$ cat src/rtl/lz77_stream_if.sv
`default_nettype none
// ============================================================================
//  Module      : lz77_stream_if
//  Description : Character-in / triple-out handshake bundle for the LZ77
//                stream encoder. The slave modport is the encoder side, the
//                master modport is the source/consumer side.
//  Revision    : 1.0 - initial release
// ============================================================================
interface lz77_stream_if #(
    parameter int CHAR_W = 8,
    parameter int OFF_W  = 4,
    parameter int LEN_W  = 3
);
    logic              in_valid;
    logic              in_ready;
    logic [CHAR_W-1:0] in_char;
    logic              in_last;
    logic              out_valid;
    logic              out_ready;
    logic [OFF_W-1:0]  out_offset;
    logic [LEN_W-1:0]  out_len;
    logic [CHAR_W-1:0] out_char;
    logic              out_last;
    logic              done;

    modport master (
        output in_valid, in_char, in_last, out_ready,
        input  in_ready, out_valid, out_offset, out_len, out_char, out_last, done
    );

    modport slave (
        input  in_valid, in_char, in_last, out_ready,
        output in_ready, out_valid, out_offset, out_len, out_char, out_last, done
    );
endinterface
`default_nettype wire

$ cat src/rtl/lz77_stream_encoder.sv
`default_nettype none
// ============================================================================
//  Module      : lz77_stream_encoder
//  Description : Parametrised LZ77 encoder. Buffers up to LA_DEPTH chars,
//                scans one search-buffer offset per cycle and emits
//                (offset, length, next char) triples with valid/ready flow.
//                Define LZ77_OVERLAP_EN to let a match run from sb[0] on into
//                the lookahead (self-overlapping match).
//  Revision    : 1.0 - initial release
// ============================================================================
module lz77_stream_encoder #(
    parameter  int SB_DEPTH = 9,
    parameter  int LA_DEPTH = 8,
    parameter  int CHAR_W   = 8,
    localparam int OFF_W    = $clog2(SB_DEPTH),
    localparam int LEN_W    = $clog2(LA_DEPTH)
) (
    input  wire logic    clk,
    input  wire logic    reset,
    lz77_stream_if.slave s
);
    localparam int c_LCNT_W = $clog2(LA_DEPTH + 1);
    localparam int c_SCNT_W = $clog2(SB_DEPTH + 1);
    localparam int c_REM_W  = LEN_W + 1;
    localparam int c_CAT_N  = SB_DEPTH + LA_DEPTH;
    localparam int c_IDX_W  = $clog2(c_CAT_N);
    localparam int c_CAT_P  = 1 << c_IDX_W;

    typedef enum logic [2:0] {
        S_IDLE   = 3'd0,
        S_FILL   = 3'd1,
        S_SEARCH = 3'd2,
        S_EMIT   = 3'd3,
        S_SHIFT  = 3'd4
    } state_t;

    state_t              r_state;
    state_t              w_state_nxt;
    logic [CHAR_W-1:0]   r_sb [SB_DEPTH];
    logic [CHAR_W-1:0]   r_la [LA_DEPTH];
    logic [c_SCNT_W-1:0] r_sb_cnt;
    logic [c_LCNT_W-1:0] r_la_cnt;
    logic                r_last_seen;
    logic [OFF_W-1:0]    r_k;
    logic [OFF_W-1:0]    r_best_k;
    logic [LEN_W-1:0]    r_best_len;
    logic [c_REM_W-1:0]  r_rem;
    logic                r_last_sent;
    logic                r_done;

    logic [CHAR_W-1:0]   w_cat [c_CAT_P];
    logic [LEN_W-1:0]    w_cand_len;
    logic [CHAR_W-1:0]   w_out_char;
    logic                w_in_ready;
    logic                w_emit;
    logic                w_out_last;

    assign w_emit     = (r_state == S_EMIT);
    assign w_in_ready = (r_state == S_FILL) && (r_la_cnt < c_LCNT_W'(LA_DEPTH)) && !r_last_seen;
    assign w_out_last = r_last_seen && ((int'(r_best_len) + 1) == int'(r_la_cnt));

    assign s.in_ready   = w_in_ready;
    assign s.out_valid  = w_emit;
    assign s.out_offset = w_emit ? r_best_k   : '0;
    assign s.out_len    = w_emit ? r_best_len : '0;
    assign s.out_char   = w_emit ? w_out_char : '0;
    assign s.out_last   = w_emit && w_out_last;
    assign s.done       = r_done;

    // Next-state selection for the fill / search / emit / shift sequence.
    always_comb begin
        w_state_nxt = r_state;
        case (r_state)
            S_IDLE:   w_state_nxt = S_FILL;
            S_FILL:   if (r_la_cnt == c_LCNT_W'(LA_DEPTH) || (r_last_seen && r_la_cnt != '0))
                          w_state_nxt = S_SEARCH;
            S_SEARCH: if (r_k == OFF_W'(SB_DEPTH - 1)) w_state_nxt = S_EMIT;
            S_EMIT:   if (s.out_ready) w_state_nxt = S_SHIFT;
            S_SHIFT:  if (r_rem == c_REM_W'(1)) w_state_nxt = r_last_sent ? S_IDLE : S_FILL;
            default:  w_state_nxt = S_IDLE;
        endcase
    end

    // Match length for candidate offset r_k. Search buffer (oldest first) and
    // lookahead are laid end to end so the source char for position j is
    // always w_cat[SB_DEPTH-1-k+j], whether it lies in sb or spills into la.
    always_comb begin
        int v_cap;
        int v_len;
        logic v_run;
        for (int i = 0; i < c_CAT_P; i++) w_cat[i] = '0;
        for (int i = 0; i < SB_DEPTH; i++) w_cat[i] = r_sb[SB_DEPTH-1-i];
        for (int i = 0; i < LA_DEPTH; i++) w_cat[SB_DEPTH+i] = r_la[i];
        v_cap = (int'(r_k) < int'(r_sb_cnt)) ? int'(r_la_cnt) - 1 : 0;
`ifdef LZ77_OVERLAP_EN
`else
        if (v_cap > int'(r_k) + 1) v_cap = int'(r_k) + 1;
`endif
        v_len = 0;
        v_run = 1'b1;
        for (int j = 0; j < LA_DEPTH - 1; j++) begin
            if (v_run && j < v_cap && w_cat[c_IDX_W'(SB_DEPTH - 1 - int'(r_k) + j)] == r_la[j])
                v_len = v_len + 1;
            else
                v_run = 1'b0;
        end
        w_cand_len = LEN_W'(v_len);
    end

    // Literal following the best match.
    always_comb begin
        w_out_char = '0;
        for (int i = 0; i < LA_DEPTH; i++)
            if (LEN_W'(i) == r_best_len) w_out_char = r_la[i];
    end

    // State, buffers, search bookkeeping and the done pulse.
    always_ff @(posedge clk) begin
        if (reset) begin
            r_state     <= S_IDLE;
            for (int i = 0; i < SB_DEPTH; i++) r_sb[i] <= '0;
            for (int i = 0; i < LA_DEPTH; i++) r_la[i] <= '0;
            r_sb_cnt    <= '0;
            r_la_cnt    <= '0;
            r_last_seen <= 1'b0;
            r_k         <= '0;
            r_best_k    <= '0;
            r_best_len  <= '0;
            r_rem       <= '0;
            r_last_sent <= 1'b0;
            r_done      <= 1'b0;
        end else begin
            r_state <= w_state_nxt;
            r_done  <= 1'b0;
            case (r_state)
                S_FILL: begin
                    if (s.in_valid && w_in_ready) begin
                        for (int i = 0; i < LA_DEPTH; i++)
                            if (c_LCNT_W'(i) == r_la_cnt) r_la[i] <= s.in_char;
                        r_la_cnt <= r_la_cnt + 1'b1;
                        if (s.in_last) r_last_seen <= 1'b1;
                    end
                    r_k        <= '0;
                    r_best_k   <= '0;
                    r_best_len <= '0;
                end
                S_SEARCH: begin
                    // Strictly longer wins, so ties keep the smaller offset.
                    if (w_cand_len > r_best_len) begin
                        r_best_len <= w_cand_len;
                        r_best_k   <= r_k;
                    end
                    r_k <= (r_k == OFF_W'(SB_DEPTH - 1)) ? '0 : r_k + 1'b1;
                end
                S_EMIT: begin
                    if (s.out_ready) begin
                        r_rem       <= {1'b0, r_best_len} + 1'b1;
                        r_last_sent <= w_out_last;
                    end
                end
                S_SHIFT: begin
                    r_sb[0] <= r_la[0];
                    for (int i = 1; i < SB_DEPTH; i++) r_sb[i] <= r_sb[i-1];
                    for (int i = 0; i < LA_DEPTH - 1; i++) r_la[i] <= r_la[i+1];
                    r_la[LA_DEPTH-1] <= '0;
                    r_la_cnt <= r_la_cnt - 1'b1;
                    if (r_sb_cnt != c_SCNT_W'(SB_DEPTH)) r_sb_cnt <= r_sb_cnt + 1'b1;
                    r_rem <= r_rem - 1'b1;
                    if (r_rem == c_REM_W'(1) && r_last_sent) begin
                        r_done      <= 1'b1;
                        r_la_cnt    <= '0;
                        r_sb_cnt    <= '0;
                        r_last_seen <= 1'b0;
                    end
                end
                default: ;
            endcase
        end
    end
endmodule
`default_nettype wire

$ cat src/flat_wrapper.sv
// flat-port wrapper written by rule: the top's interface ports become plain ports
module lz77_stream_encoder_flat 
#(
    parameter  int SB_DEPTH = 9,
    parameter  int LA_DEPTH = 8,
    parameter  int CHAR_W   = 8,
    localparam int OFF_W    = $clog2(SB_DEPTH),
    localparam int LEN_W    = $clog2(LA_DEPTH)
)
  (clk, reset, s_in_valid, s_in_char, s_in_last, s_out_ready, s_in_ready, s_out_valid, s_out_offset, s_out_len, s_out_char, s_out_last, s_done);
  lz77_stream_if #(.CHAR_W(CHAR_W), .OFF_W(4), .LEN_W(3)) s_i ();
  input  wire logic clk;
  input  wire logic reset;
  input wire logic [$bits(s_i.in_valid)-1:0] s_in_valid;
  input wire logic [$bits(s_i.in_char)-1:0] s_in_char;
  input wire logic [$bits(s_i.in_last)-1:0] s_in_last;
  input wire logic [$bits(s_i.out_ready)-1:0] s_out_ready;
  output wire logic [$bits(s_i.in_ready)-1:0] s_in_ready;
  output wire logic [$bits(s_i.out_valid)-1:0] s_out_valid;
  output wire logic [$bits(s_i.out_offset)-1:0] s_out_offset;
  output wire logic [$bits(s_i.out_len)-1:0] s_out_len;
  output wire logic [$bits(s_i.out_char)-1:0] s_out_char;
  output wire logic [$bits(s_i.out_last)-1:0] s_out_last;
  output wire logic [$bits(s_i.done)-1:0] s_done;
  assign s_i.in_valid = s_in_valid;
  assign s_i.in_char = s_in_char;
  assign s_i.in_last = s_in_last;
  assign s_i.out_ready = s_out_ready;
  assign s_in_ready = s_i.in_ready;
  assign s_out_valid = s_i.out_valid;
  assign s_out_offset = s_i.out_offset;
  assign s_out_len = s_i.out_len;
  assign s_out_char = s_i.out_char;
  assign s_out_last = s_i.out_last;
  assign s_done = s_i.done;
  lz77_stream_encoder #(.SB_DEPTH(SB_DEPTH), .LA_DEPTH(LA_DEPTH), .CHAR_W(CHAR_W)) u_core (.clk(clk), .reset(reset), .s(s_i));
endmodule
$ cat config.mk
export PLATFORM = sky130hd
export DESIGN_NAME = lz77_stream_encoder_flat
export DESIGN_NICKNAME = d
export VERILOG_FILES = /design/src/rtl/lz77_stream_if.sv /design/src/rtl/lz77_stream_encoder.sv /design/src/flat_wrapper.sv
export SDC_FILE = /design/constraint.sdc
export NUM_CORES = 1
export LEC_CHECK = 0
export ABC_AREA = 1
export ABC_CLOCK_PERIOD_IN_PS = 22000
export CELL_PAD_IN_SITES_DETAIL_PLACEMENT = 2
export CELL_PAD_IN_SITES_GLOBAL_PLACEMENT = 2
export CORE_ASPECT_RATIO = 1.1
export CORE_MARGIN = 5
export CORE_UTILIZATION = 38
export DETAILED_ROUTE_END_ITERATION = 8
export PLACE_DENSITY_LB_ADDON = 0.1
export SYNTH_ARGS = -nofsm -noshare
export SYNTH_HDL_FRONTEND = slang
export SYNTH_SLANG_ARGS = --single-unit
$ cat constraint.sdc
create_clock -name clk -period 22 [get_ports clk]
set_clock_uncertainty 0.1 [all_clocks]
set_input_delay 2.2 -clock clk [delete_from_list [all_inputs] [get_ports clk]]
set_output_delay 2.2 -clock clk [all_outputs]
set_load 0.1 [all_outputs]
==> qor.yml, run 1 <==
outcome:
  status: "completed"
setup_path:
  setup.worst_path.class: "flop to flop"
  r2r_start: "u_core.r_k[0]$_SDFFE_PP0P_"
  crit_path_end: "u_core.r_best_k[3]$_SDFFE_PP0P_"
  ff2ff_path_depth: 51
  ff2ff_setup_slack_ns: 11.57
  critPathLaunchType: "flop"
  cp-startpoint: "u_core.r_k[0]$_SDFFE_PP0P_"
  cp_slowest_stage_delay_ns: 0.66
  crit_arrival_ns: 10.72
  crit_required_ns: 22.29
  worstReg2RegEnd: "u_core.r_best_k[3]$_SDFFE_PP0P_"
  cpMaxStageDelayCell: "buf_4"
  cp-end-kind: "flop"
  cp_max_fo: 67
  path_common_cell: "nand2_1"
logic_synthesis:
  netlist_area_sq_um: 15500
  synth_top_area_share_pct: 24.8
  yosysWarnings: 0
  yosysTopAreaCell: "edfxtp_1"
  synth_edf_count: 128
  synth_seq_area_share_pct: 29.6
  synthArstFlopShare_pct: 0
  synthFlopType: "edfxtp_1"
  synthTopCellsByArea: "edfxtp_1, nand2_1, nand3_1"
  synthDistinctLibCells: 57
  synth_cells: 2434
  ys_seq_elements: 165
  synth_fp_nets: 2486
  postSynthAreaPerCell_sq_um: 6.36
placed_design:
  dp_cells: 2875
  dp_hpwl_um: 63500
  gp_congestion: 1.03
  place_ws_ns: 11.81
  io_buffers: 31
drt:
  dr.pass1.iters: 5
  dr.first_iter.drc_count: 1684
  drcViolationCount: 0
  ant_nets: 0
  routed_wl_um: 81800
  vias_per_cell: 6.15
  wl_per_cell_um: 28.1
  vias: 17876
sta:
  fin_crit_sh_pct: 47.4
  timing.final.ws_setup_ns: 11.57
  fmax_mhz: 95.9
  slew_headroom_pct: 32.0
  hold_viol: 0
  worst_pin_slew_ns: 1.02
  rsz0062_at_grt: "no"
  setup_viol: 0
  tns_ns: 0
  fin_crit_ns: 10.43
  drv_slew: 0
cells_and_area:
  antennaDiodeCount: 0
  nNetsFinal: 2433
  layout_common_cells: "nand2_1, nand3_1, inv_1"
  final_cells: 2907
  seqCellArea_sq_um: 4590
  multi_input_area_sq_um: 9210
  final_core_util_pct: 40.9
  drive_above_1_share_pct: 4.89
  fillCellCount: 5024
  final_common_cell: "nand2_1"
  area_growth_syn_to_layout_pct: 6.31
grt:
  gr-usage-met2_pct: 58.7
  grt_start_max_net_pins: 91
  grt_antenna_before_repair: 1
  gr-total-overflow: 0
  top_usage_layer: "met2"
  use_met1_pct: 43.4
  grtUsageMet3_pct: 7.11
  grt_use_total_pct: 35.8
  grt_pass1_wl_um: 121000
  grt_pass1_vias: 18773
clocking:
  clock_path_buffers: 2
  cts-resized-gates: 0
  cts_buffers: 17
  cts_setup_buffers: 0
  cts_tree: "built"
  clk_pin_slew_ns: 0.07
  clock-sinks: 165
  worstSkewPairLatency_ns: 0.51
  htree_levels: 4
  holdBufCountCts: 0
  cts_root_buffer: "clkbuf_16"
job:
  maxCapViolCount: 0
min_path:
  hold_class: "flop to flop"
power_and_ir_drop:
  vdd_drop_max_v: 0.0000830
  leakage_uw: 0.00727
  power_uw: 2380
  powerDensity_nw_per_um2: 145
floorplan:
  ios: 32
  die_x_um: 202
  die_h_um: 222
  dieArea_sq_um: 44900
  initial_core_util_pct: 38.4
  rows: 77
  fp.coreArea_sq_um: 40300
cell families (layout without fill, tap and decap cells):
family / Yosys count / in the layout / synth area share, %
AOI/OAI and AO/OA: 411 / 411 / 15.7
xor gates and xnor gates: 19 / 19 / 1.63
adders and majority gates: 39 / 39 / 3.15
buffers and inverters: 386 / 346 / 10.9
DFF: 165 / 165 / 29.6
and+or+nand+nor: 1414 / 1414 / 39.0
synth_stat cells, types with 21 or more instances:
master    number
dfxtp_1       37
a211oi_1      23
nand3_1      336
o211ai_1      60
clkbuf_1      41
buf_2         40
edfxtp_1     128
o21ai_0      156
a21oi_1       63
o22ai_1       55
o21ai_1       21
inv_1        237
ha_1          39
nand2_1      820
nor2_1       176
worst min-delay path by stage:
| stage | from | to | slack, ns | cells past startpoint |
|---|---|---|---|---|
| after floorplan | u_core.r_best_k[3]$_SDFFE_PP0P_ | u_core.r_best_k[3]$_SDFFE_PP0P_ | 0.34 | 2 |
| after global placement | u_core.r_best_k[3]$_SDFFE_PP0P_ | u_core.r_best_k[3]$_SDFFE_PP0P_ | 0.36 | 2 |
| after detailed placement | u_core.r_last_seen$_SDFFE_PP0P_ | u_core.r_last_seen$_SDFFE_PP0P_ | 0.40 | 2 |
| after CTS | u_core.r_last_seen$_SDFFE_PP0P_ | u_core.r_last_seen$_SDFFE_PP0P_ | 0.42 | 2 |
| after global routing | u_core.r_last_seen$_SDFFE_PP0P_ | u_core.r_last_seen$_SDFFE_PP0P_ | 0.46 | 2 |
| final | u_core.r_sb_cnt[1]$_SDFFE_PP0P_ | u_core.r_sb_cnt[1]$_SDFFE_PP0P_ | 0.43 | 2 |
per-layer routing:
metal  vias up  part of all wire [%]
met3       229                   6.7
met4         0                   7.2
met2       662                    46
li1       7997                     -
met1      8988                    40
met5         -                     0
power breakdown:
part           switching, uW  leakage [uW]  total (uW)  internal, uW
sequential              36.3       0.00162         401           365
combinational           1250       0.00537        1670           422
clock                    146      0.000278         312           166
total                   1430       0.00727        2380           952
flip-flops by register name, indices dropped and copies added, names as in the netlist:
signal,cells
u_core.r_la_cnt,4
u_core.r_last_sent,1
u_core.s.done,1
u_core.r_k,4
u_core.r_sb,72
u_core.r_best_len,3
u_core.r_best_k,4
u_core.r_state,3
u_core.r_sb_cnt,4
u_core.r_rem,4
u_core.r_la,64
u_core.r_last_seen,1
final cells by class:
class	count	area share (%)
inverters	265	6.11
repair buffers	49	2.71
clock buffers	19	2.63
multi-input cells	1883	56.0
well taps	513	3.90
flip-flops and latches	165	27.9
clock inverters	13	0.791
metrics by stage:
step / hold slack [ns] / cell area [sq um]
finish: 0.426 / 16500
global route: 0.462 / 16500
CTS: 0.418 / 16500
detailed placement: 0.404 / 15900
global placement: 0.363 / 15900
floorplan: 0.337 / 15500
worst max-delay path: cells and delay by family (launching register included):
| family | cells | cell delay (ns) |
|---|---|---|
| AO/OA/AOI/OAI | 8 | 2.05 |
| AND/OR/NAND/NOR | 24 | 3.23 |
| flip-flops | 1 | 0.41 |
| buffers and inverters | 11 | 1.89 |
| adder cells (fa/ha/maj) | 8 | 2.42 |
Note: power is estimated with default switching activity, not from simulation.
==> inputs of run 2 (changes only) <==
Settings changed: ABC_CLOCK_PERIOD_IN_PS 22000 to 9400, CORE_UTILIZATION 38 to 32.
Clock period 22 ns to 9.4 ns, I/O delays scaled along.
==> qor.yml, run 2 (same netlist as run 1, synthesis figures left out) <==
cells_and_area:
  area_growth_syn_to_layout_pct: 8.88
  drive_above_1_share_pct: 6.05
  nNetsFinal: 2453
  largest_reg_flops: 72
  fillCellCount: 5943
  antennaDiodeCount: 0
  final_common_cell: "nand2_1"
  largestRegisters: "u_core.r_sb: 72 flops, u_core.r_la: 64 flops"
  final_cells: 3059
  seqCellArea_sq_um: 4590
  largest-register: "u_core.r_sb"
  layout_common_cells: "nand2_1, nand3_1, inv_1"
  multi_input_area_sq_um: 9230
  final_area_sq_um: 16900
min_path:
  hold_start: "u_core.r_k[0]$_SDFFE_PP0P_"
  hold_class: "flop to flop"
sta:
  fin_crit_sh_pct: 89.7
  fin_crit_ns: 8.43
  setup_viol: 0
  fmax_mhz: 119
  rsz0062_at_grt: "no"
  drv_slew: 0
  slew_headroom_pct: 25.6
  worst_pin_slew_ns: 1.11
  tns_ns: 0
  fin_hold_ws_ns: 0.409
  hold_viol: 0
power_and_ir_drop:
  vdd_drop_max_v: 0.000137
  p_sw_share_pct: 60.1
  p_clk_share_pct: 12.8
  p_seq_share_pct: 16.5
  powerDensity_nw_per_um2: 336
  pwr-share-comb_pct: 70.6
  power_switching_uw: 3400
  leakage_uw: 0.00739
  internal_power_uw: 2260
setup_path:
  cpMaxStageDelayCell: "dfxtp_1"
  r2r_start: "u_core.r_la_cnt[0]$_SDFFE_PP0P_"
  cp_max_fo: 11
  cp_slowest_stage_delay_ns: 0.46
  critPathLaunchType: "flop"
  crit_required_ns: 9.70
  cp-startpoint: "u_core.r_la_cnt[0]$_SDFFE_PP0P_"
  ff2ff_setup_slack_ns: 0.97
  path_common_cell: "nand2_1"
  setup.worst_path.class: "flop to flop"
  cp-end-kind: "flop"
  crit_arrival_ns: 8.73
floorplan:
  die_h_um: 241
  fp.coreArea_sq_um: 47800
  dieArea_sq_um: 52900
  initial_core_util_pct: 32.4
  rows: 84
  ios: 32
  die_x_um: 220
drt:
  wl_per_cell_um: 27.0
  vias: 17593
  vias_per_cell: 5.75
  drcViolationCount: 0
  dr.pass1.iters: 5
  routed_wl_um: 82700
  ant_nets: 0
  dr.first_iter.drc_count: 1369
clocking:
  cts_tree: "built"
  worstSkewPairLatency_ns: 0.51
  holdBufCountCts: 0
  cts_buffers: 17
  cts_root_buffer: "clkbuf_16"
  clock_path_buffers: 2
  clock-sinks: 165
  clk_pin_slew_ns: 0.07
  htree_levels: 4
grt:
  grt_start_max_net_pins: 125
  gr-total-overflow: 0
  grt_use_total_pct: 30.9
  grt_pass1_wl_um: 120000
  grt_pass1_vias: 18195
  grt_antenna_before_repair: 1
placed_design:
  dp_cells: 3026
  dp_hpwl_um: 65100
  io_buffers: 31
  gp_congestion: 0.974
  placed_area_sq_um: 16200
outcome:
  status: "completed"
job:
  maxCapViolCount: 0
==> run 2: path summary, 6_finish.rpt <==
kind	cells after the start	endpoint
setup / recovery	57	u_core.r_best_k[2]$_SDFFE_PP0P_
hold reg to reg	1	u_core.r_k[0]$_SDFFE_PP0P_
setup reg to reg	57	u_core.r_best_k[2]$_SDFFE_PP0P_
hold / removal	1	u_core.r_k[0]$_SDFFE_PP0P_
==> run 2: stage by stage <==
stage / utilization (%) / worst slack, ns / power [uW]
global placement: 34.0 / 0.812 / 4710
detailed placement: 34.0 / 0.561 / 4820
floorplan: - / 1.60 / 3460
CTS: 35.1 / 0.463 / 5580
finish: 35.2 / 0.972 / 5660
global route: 35.2 / 0.0316 / 5990
==> run 2: metal layers <==
metal | up-vias | part of all wire [%] | GRT usage, %
met2 | 511 | 46 | 51.0
li1 | 8032 | - | -
met1 | 8887 | 43 | 39.2
met3 | 161 | 4.5 | 4.17
met4 | 2 | 6.4 | 17.2
met5 | - | 0.018 | 0
==> run 2: repair_timing <==
| action | 4_1_cts | 5_1_grt |
|---|---|---|
| setup endpoints to repair | 0 | 7 |
| setup buffers | 0 | 0 |
| resized for setup | 0 | 8 |
==> run 2: final cells by class <==
cell class | instances | share of cell area [%]
Inverter | 265 | 5.97
Clock buffer | 18 | 2.55
Clock inverter | 14 | 0.780
Sequential cell | 165 | 27.2
Tap cell | 645 | 4.79
Timing Repair Buffer | 69 | 3.93
Multi-Input combinational cell | 1883 | 54.7
==> run 2: critical path: cells and delay by family (launching register included) <==
| kind | cells | cell delay [ns] |
|---|---|---|
| compound gates | 5 | 0.91 |
| fa+ha+maj | 8 | 2.22 |
| buf+inv | 10 | 0.98 |
| flops | 1 | 0.46 |
| simple gates | 34 | 3.64 |
==> run 2: power by group through the flow <==
stage / sequential [uW] / combinational [uW] / clock [uW]
CTS: 931 / 3900 / 747
global placement: 944 / 3770 / 0
detailed placement: 947 / 3880 / 0
floorplan: 902 / 2560 / 0
finish: 935 / 4000 / 727
global route: 938 / 4290 / 770
==> inputs of run 3 (changes only) <==
Settings changed: SKIP_CTS_REPAIR_TIMING set to 1.
==> results of run 3 <==
The final DEF is identical to that of run 2; final timing and power are the same.
